**src/rtl/picoram_uart_tx.sv**
```systemverilog
// UART 8N1 transmitter with a small TX FIFO and a programmable bit period.
// Bytes leave in the order they were accepted: start bit, 8 data bits LSB first, stop bit.
module picoram_uart_tx #(
    parameter int DIV_WIDTH  = 16,
    parameter int FIFO_DEPTH = 4,
    parameter int LVL_WIDTH  = 3
) (
    input  logic                 clk,
    input  logic                 reset,
    input  logic [DIV_WIDTH-1:0] cfg_div,
    input  logic                 wr_valid,
    input  logic [7:0]           wr_data,
    output logic                 wr_ready,
    output logic                 ser_tx,
    output logic                 busy,
    output logic [LVL_WIDTH-1:0] fifo_level
);

    localparam int PTR_W = $clog2(FIFO_DEPTH);

    typedef enum logic [1:0] {
        S_IDLE,
        S_START,
        S_DATA,
        S_STOP
    } state_t;

    state_t               state;
    logic [DIV_WIDTH-1:0] eff_div;
    logic [DIV_WIDTH-1:0] baud_cnt;
    logic [DIV_WIDTH-1:0] next_div;
    logic [2:0]           bit_cnt;
    logic [7:0]           shift;
    logic [7:0]           mem [FIFO_DEPTH];
    logic [PTR_W-1:0]     wr_ptr;
    logic [PTR_W-1:0]     rd_ptr;
    logic                 push;
    logic                 pop;
    logic                 fifo_empty;
    logic                 bit_end;

    // Write handshake: a byte is taken on the rising edge where wr_valid && wr_ready;
    // wr_ready depends only on the level, so a pop in the same cycle cannot admit a write into a full FIFO.
    assign wr_ready   = (fifo_level != LVL_WIDTH'(FIFO_DEPTH));
    assign push       = wr_valid && wr_ready;
    assign fifo_empty = (fifo_level == '0);
    assign busy       = (state != S_IDLE) || !fifo_empty;
    assign bit_end    = (baud_cnt == '0);
    assign pop        = !fifo_empty && ((state == S_IDLE) || ((state == S_STOP) && bit_end));
    assign next_div   = (cfg_div < DIV_WIDTH'(2)) ? DIV_WIDTH'(2) : cfg_div;

    always_ff @(posedge clk) begin
        if (push) begin
            mem[wr_ptr] <= wr_data;
        end
    end

    always_ff @(posedge clk or posedge reset) begin
        if (reset) begin
            wr_ptr     <= '0;
            rd_ptr     <= '0;
            fifo_level <= '0;
        end else begin
            if (push) begin
                wr_ptr <= wr_ptr + 1'b1;
            end
            if (pop) begin
                rd_ptr <= rd_ptr + 1'b1;
            end
            if (push && !pop) begin
                fifo_level <= fifo_level + 1'b1;
            end else if (pop && !push) begin
                fifo_level <= fifo_level - 1'b1;
            end
        end
    end

    // A pop always starts a fresh frame, whether from IDLE or straight out of STOP.
    always_ff @(posedge clk or posedge reset) begin
        if (reset) begin
            state    <= S_IDLE;
            ser_tx   <= 1'b1;
            shift    <= '0;
            eff_div  <= DIV_WIDTH'(2);
            baud_cnt <= '0;
            bit_cnt  <= '0;
        end else if (pop) begin
            state    <= S_START;
            ser_tx   <= 1'b0;
            shift    <= mem[rd_ptr];
            eff_div  <= next_div;
            baud_cnt <= next_div - 1'b1;
            bit_cnt  <= '0;
        end else begin
            case (state)
                S_IDLE: begin
                    ser_tx <= 1'b1;
                end
                S_START: begin
                    if (bit_end) begin
                        state    <= S_DATA;
                        ser_tx   <= shift[0];
                        baud_cnt <= eff_div - 1'b1;
                    end else begin
                        baud_cnt <= baud_cnt - 1'b1;
                    end
                end
                S_DATA: begin
                    if (bit_end) begin
                        baud_cnt <= eff_div - 1'b1;
                        if (bit_cnt == 3'd7) begin
                            state  <= S_STOP;
                            ser_tx <= 1'b1;
                        end else begin
                            shift   <= {1'b0, shift[7:1]};
                            ser_tx  <= shift[1];
                            bit_cnt <= bit_cnt + 1'b1;
                        end
                    end else begin
                        baud_cnt <= baud_cnt - 1'b1;
                    end
                end
                S_STOP: begin
                    if (bit_end) begin
                        state <= S_IDLE;
                    end else begin
                        baud_cnt <= baud_cnt - 1'b1;
                    end
                end
                default: begin
                    state  <= S_IDLE;
                    ser_tx <= 1'b1;
                end
            endcase
        end
    end

endmodule

```
**config.mk**
```make
export PLATFORM = sky130hd
export DESIGN_NAME = picoram_uart_tx
export DESIGN_NICKNAME = d
export VERILOG_FILES = /design/src/rtl/picoram_uart_tx.sv
export SDC_FILE = /design/constraint.sdc
export NUM_CORES = 1
export LEC_CHECK = 0
export CAP_MARGIN = 20
export CORE_MARGIN = 10
export CORE_UTILIZATION = 33
export CTS_BUF_LIST = sky130_fd_sc_hd__clkbuf_4
export DETAILED_ROUTE_END_ITERATION = 6
export DONT_BUFFER_PORTS = 1
export GPL_ROUTABILITY_DRIVEN = 0
export GPL_TIMING_DRIVEN = 1
export PLACE_DENSITY = 0.59
export SYNTH_ARGS = -nofsm -noshare
export SYNTH_HDL_FRONTEND = slang
export SYNTH_SLANG_ARGS = --single-unit
```
**constraint.sdc**
```tcl
create_clock -name clk -period 8.4 [get_ports clk]
set_input_delay 1.26 -clock clk [delete_from_list [all_inputs] [get_ports clk]]
set_output_delay 1.26 -clock clk [all_outputs]
set_load 0.01 [all_outputs]
```
==> results of run 1 <==
[registers in the layout, summed over array words and instances, names as in the netlist]
name / count
baud_cnt: 16
bit_cnt: 3
eff_div: 16
fifo_level: 3
mem: 32
rd_ptr: 2
ser_tx: 1
shift: 8
state: 2
wr_ptr: 2
[logic make-up (layout without fill, tap and decap cells)]
logic type | count (synthesis) | after routing
simple gates | 170 | 170
mux | 20 | 20
buf+inv | 37 | 34
xor+xnor | 28 | 28
flops | 85 | 85
compound gates | 100 | 100
fa+ha+maj | 16 | 16
[report_power, final]
group          internal (uW)  total (uW)  leakage (uW)  switching, uW
combinational            335         801      0.000966            466
sequential               596         767      0.000931            171
clock                    101         259     0.0000843            159
total                   1030        1830       0.00198            795
[tightest hold or removal path, delay by kind of cell (launching register included)]
family	cells	cell delay (ps)
simple gates	2	130
flops	1	370
[area by class of cell]
cell class	instances	area, sq um
well taps	180	225.2
multi-input cells	334	2288
inverters	14	52.55
fillers	1418	8951
clock buffers	10	75.07
clock inverters	6	76.32
flip-flops and latches	85	2290
repair buffers	4	30.03
[routing by layer]
metal  GRT usage (%)  vias to the layer above  share of wire [%]
li1                -                     1665                  -
met1           14.23                     1741                 44
met2           19.43                       92                 49
met3           3.178                       17                5.5
met4           4.620                        0                1.6
met5               0                        -                  0
[worst min-delay path by stage]
stage	endpoint
after global placement	eff_div[15]
after floorplan	eff_div[15]
after detailed placement	shift[7]
after global routing	eff_div[1]
after CTS	shift[7]
final	shift[7]
[cells in the final DEF, fill, tap and decap left out, types with 3 or more instances in the layout]
cell,n
nand2_1,78
dfrtp_1,51
edfxtp_1,32
o21ai_0,25
a21oi_1,20
nor2_1,17
xnor2_1,17
ha_1,15
nor4_1,12
inv_1,12
nor3_1,11
xor2_1,11
mux2i_1,11
nand3_1,10
clkbuf_4,10
o31ai_1,8
mux4_2,8
or4_1,7
o211ai_1,6
or3_1,5
nand4_1,5
o31a_1,5
and3_1,5
or2_2,4
inv_6,4
buf_4,4
a2bb2oi_1,3
o21ai_1,3
a211oi_1,3
a211o_1,3
[through the flow]
stage	total power, uW	setup slack [ps]
2_1_floorplan	1385	5020
3_3_place_gp	1549	4733
3_5_place_dp	1574	4654
4_1_cts	1837	4828
5_1_grt	1983	4594
6_report	1827	4817
==> results.md, run 1 <==
- Later-pin clock latency in the skew report: about 470 ps
- Post-CTS resize count: 0
- Post-synthesis cell count: 456
- Vias in the first global route: approximately 3500
- Synth Area in Adders: 4.368%
- Post-CTS Setup Inserts: 0
- Critical path startpoint: baud_cnt[0]
- Crit path capture: fifo_level[1]
- WP buf/inv: 3
- Clk sinks: 85
- Ant. Diodes: 0
- Worst-path cell chain: inv_1 -> ha_1 -> nor3b_2 -> and4_1 -> a41o_1 -> inv_2 -> ha_1 -> inv_1 -> fa_1 -> mux2_2
- Initial core utilization: 33.99%
- First-pass iteration count of the detailed router: 6
- Worst R2R Start: baud_cnt[0]
- Distinct cells, synth: 69
- Post-synthesis sequential area ratio: 48.16%
- Layout cells sized above 1: 10.15%
- DIE WIDTH: 140.0 um
- Largest family of logic cells by synthesized area: simple AND/OR/NAND/NOR gates
- Vias: 3515
- Synth Area in Compound Gates: roughly 14%
- RSZ-0062 raised after global routing: no
- Area contributors post-synth: dfrtp_1 (27%), edfxtp_1 (20%), nand2_1 (6.2%)
- Critical Path Fanout Max: 31
- Finished Core Util: about 36%
- Yosys warnings: 0
- Crit path DAT: about 4000 ps
- Kind of critical path: register to register
- Reg2reg setup slack: 4820 ps
- Post-synthesis mux area share: 6.342%
- Fin crit share: 42.65%
- # hold bufs at CTS: 0
- Critical path required time: 8780 ps
- Root buffer cell: clkbuf_4
- Worst Reg-to-Reg Cells: 10
- Buffers on Ports: 0
- Post-route cell area: 5037 sq um
- Ys flop type: dfrtp_1
- Max_slew headroom: 30.14%
- Slowest CP cell: and4_1
- Hold Slack: 524.0 ps
- H-tree levels: 3
- Placed insts: 617
- First-pass GRT wire length: around 19000 um
- Mapped Area: around 4800 sq um
- Register bit total from synthesis: between 80 and 90
- Initial antenna violation count: 0
- Die Y: 140.0 um
- Setup Viol. Count Final: 0
- CTS Buffer Depth: 2
- Hold Path Cell Cnt: 2
- GR Overflow Total: 0
- Nets@finish: 491
- Maximum vdd drop: 145.0 uV
- Top post-synthesis cells by count: nand2_1 (78), dfrtp_1 (51), edfxtp_1 (32)
- Max-Cap Viols: 0
- Placeable Area: 13990 sq um
- TritonCTS clock tree: done
- Pwr dens: 362.8 nW/um^2
- Crit path launch type: register
- Top delay family on crit path: simple AND/OR/NAND/NOR gates
- Min Tclk post-route: 3583 ps
- Row count: 43
- Slew @ Worst Pin: 1034 ps
- Area leader, netlist: dfrtp_1
- Worst Skew: 28.46 ps
- Number of CTS-inserted buffers: 9
- Post-synth top area share: 26.84%
- Outcome: completed
- Drt first-iter violations: 265
- FMAX: 0.2791 GHz
- Synthesis-to-finish area growth: 5.947%
- Largest net degree at the start of global routing: 54
- Die area: ~20000 sq um
- Crit-path max cell delay: 690 ps
- Worst r2r dst: fifo_level[1]
- Routed WL per cell: 18.12 um
- Clock-pin slew on the worst setup and hold paths: 160 ps
- Worst hold start: shift[7]
- Async SR Flop Fraction: 62.35%
- Syn Area/Cell: 10.43 sq um
- Slew Viols, Final: 0
- Most common cell in the synthesized netlist: nand2_1
- Fin. Hold Viols: 0
- Total Neg Setup Slack: 0 ps
- DR vias/cell: 5.553
- Routed wire length: 11470 um
- Antenna-violating nets left: 0
- Nets in the synthesized netlist: 499
- Post-DP Area: 4886 sq um
- Hold WC Path Type: register to register
- Dpl hpwl: ~8100 um
- Drt drc: 0
- LEAKAGE: 0.001982 uW
- Ports: 33
- Number of synthesized flops with an enable pin: 32
- Simple-Gate Fraction of Synth Area: 17.97%
- Crit path depth: 10
- Tot GR Track Use: 11.77%
- CP endpoint kind: register
- Synth Area in XOR/XNOR: 5.158%
- Cell Count, Final, Fillers Out: 633
(Power assumes the default switching activity.)
==> inputs of run 2 (changes only) <==
--- a/config.mk
+++ b/config.mk
@@ -13,7 +13,7 @@
 export DONT_BUFFER_PORTS = 1
 export GPL_ROUTABILITY_DRIVEN = 0
 export GPL_TIMING_DRIVEN = 1
-export PLACE_DENSITY = 0.59
+export PLACE_DENSITY = 0.6
 export SYNTH_ARGS = -nofsm -noshare
 export SYNTH_HDL_FRONTEND = slang
 export SYNTH_SLANG_ARGS = --single-unit
==> constraint.sdc (replaced) <==
create_clock -name clk -period 2.9 [get_ports clk]
set_input_delay 0.435 -clock clk [delete_from_list [all_inputs] [get_ports clk]]
set_output_delay 0.435 -clock clk [all_outputs]
set_load 0.01 [all_outputs]
==> run 2 against run 1 <==
Net effect:
- via count is 1.6% higher
- clock skew decreased by 7.9 ps
- sequential power grew to 2.9 times the previous value
- critical path type unchanged
- largest cell class is now multi-input combinational cells
- largest power group unchanged
==> results.md, run 2 (synthesis gave the netlist of run 1 again) <==
- Outcome: completed (unchanged)
- Fin. Hold Viols: 0 (unchanged)
- Max-Cap Viols: 0 (unchanged)
- Pwr dens: 1030 nW/um^2 (was 362.8 nW/um^2)
- Initial antenna violation count: 0 (unchanged)
- Nets@finish: 513 (was 491)
- Placeable Area: 13990 sq um (unchanged)
- RSZ-0062 raised after global routing: no (unchanged)
- CTS Buffer Depth: 2 (unchanged)
- Number of CTS-inserted buffers: 9 (unchanged)
- H-tree levels: 3 (unchanged)
- Largest reg by FF count: mem (unchanged)
- Buffers on Ports: 0 (unchanged)
- Ant. Diodes: 0 (unchanged)
- Later-pin clock latency in the skew report: 490 ps (was 470 ps)
- Antenna-violating nets left: 0 (unchanged)
- Die Y: 140.0 um (unchanged)
- Fin crit share: 89.96% (was 42.65%)
- Tot GR Track Use: 11.78% (was 11.77%)
- Largest registers: mem (32), baud_cnt (16), eff_div (16) (unchanged)
- Clock-pin slew on the worst setup and hold paths: 160 ps (about the same)
- Hold Slack: 29.49 ps (was 524.0 ps)
- Critical path required time: 3290 ps (was 8780 ps)
- Worst Reg-to-Reg Cells: 10 (unchanged)
- DIE WIDTH: 140.0 um (unchanged)
- Placed insts: 632 (was 617)
- # hold bufs at CTS: 2 (was 0)
- Vias in the first global route: 3569 (was 3548)
- CP endpoint kind: register (unchanged)
- GR Overflow Total: 0 (unchanged)
- Drt drc: 0 (unchanged)
- FILL cells: 1401 (was 1418)
- LEAKAGE: 0.002077 uW (was 0.001982 uW)
- Row count: 43 (unchanged)
- Total power draw: 5377 uW (was 1827 uW)
- FMAX: 0.3833 GHz (was 0.2791 GHz)
- Drt first-iter violations: 239 (was 265)
- Post-DP Area: 5005 sq um (was 4886 sq um)
- Layout cells sized above 1: 12.84% (was 10.15%)
- Ports: 33 (unchanged)
- Initial core utilization: 33.99% (unchanged)
- Cell Count, Final, Fillers Out: 655 (was 633)
- Dpl hpwl: 8457 um (was 8113 um)
- Maximum vdd drop: 452.8 uV (was 145.0 uV)
- Most frequent cells in the layout: nand2_1 (78), dfrtp_1 (51), edfxtp_1 (32) (unchanged)
- Kind of critical path: register to register (unchanged)
- Die area: 19610 sq um (unchanged)
- Max reg flops: 32 (unchanged)
- Post-CTS Setup Inserts: 0 (unchanged)
- Routed wire length: 11720 um (was 11470 um)
- Min Tclk post-route: 2609 ps (was 3583 ps)
- Total Neg Setup Slack: 0 ps (unchanged)
- Root buffer cell: clkbuf_4 (unchanged)
- Max_slew headroom: 54.19% (was 30.14%)
- Synthesis-to-finish area growth: 9.816% (was 5.947%)
- Slew @ Worst Pin: 669.8 ps (was 1034 ps)
- Vias: 3571 (was 3515)
- Crit path launch type: register (unchanged)
- Hold WC Path Type: input pin to register (was register to register)
- Post-CTS resize count: 0 (unchanged)
- TritonCTS clock tree: done (unchanged)
- Crit path DAT: 3000 ps (was 3960 ps)
- Clk sinks: 85 (unchanged)
- Critical Path Fanout Max: 4 (was 31)
- First-pass iteration count of the detailed router: 4 (was 6)
- DR vias/cell: 5.452 (was 5.553)
- Hold Path Cell Cnt: 0 (was 2)
- Setup Viol. Count Final: 0 (unchanged)
- Largest net degree at the start of global routing: 34 (was 54)
- Most common cell after layout, fill and taps aside: nand2_1 (unchanged)
- Post-route cell area: 5221 sq um (was 5037 sq um)
- Slew Viols, Final: 0 (unchanged)
- Routed WL per cell: 17.90 um (was 18.12 um)
- First-pass GRT wire length: 18820 um (was 18910 um)
- Worst Skew: 20.53 ps (was 28.46 ps)
==> run 2: area by class of cell <==
class,count,area [sq um],area share (%)
flip-flops and latches,85,2290,43.85
repair buffers,26,212.7,4.074
clock inverters,7,78.83,1.510
inverters,14,52.55,1.006
multi-input cells,334,2295,43.95
well taps,180,225.2,4.313
clock buffers,9,67.56,1.294
==> run 2: worst paths after layout <==
kind                             start             to  slack, ps
setup / recovery           baud_cnt[0]  fifo_level[1]        290
hold / removal              wr_data[0]      mem[0][0]         30
setup reg to reg           baud_cnt[0]  fifo_level[1]        290
hold reg to reg               shift[7]       shift[7]        520
max in group asynchronous        reset     eff_div[1]       1640
min in group asynchronous        reset      wr_ptr[0]        390
==> run 2: stage by stage <==
step	utilization, %	setup slack (ps)
after floorplan	-	1.013
after global placement	35.78	347.5
after detailed placement	35.78	285.1
after CTS	36.97	267.1
after global routing	37.33	156.5
final	37.33	291.0
==> run 2: layer usage <==
metal / GRT usage (%) / wire, um / vias to the layer above
met5: 0 / 0 / -
met4: 5.598 / 286 / 0
met3: 3.212 / 449 / 27
met2: 19.50 / 5768 / 56
met1: 13.81 / 5218 / 1770
li1: - / - / 1718
==> run 2: power by group <==
group          internal [uW]  switching [uW]  total, uW  leakage (uW)
sequential              1730             491       2220      0.000931
clock                    204             503        707     0.0000721
combinational           1080            1370       2450       0.00107
total                   3010            2360       5380       0.00208
==> run 2: worst max-delay path, cell delays in order (launching register included) <==
cell and delay [ps]:
dfrtp_1 430, inv_1 100, ha_1 190, nor3b_4 250
and4_1 300, a41o_1 230, inv_2 50, ha_1 200
inv_1 80, fa_1 410, mux2_2 270
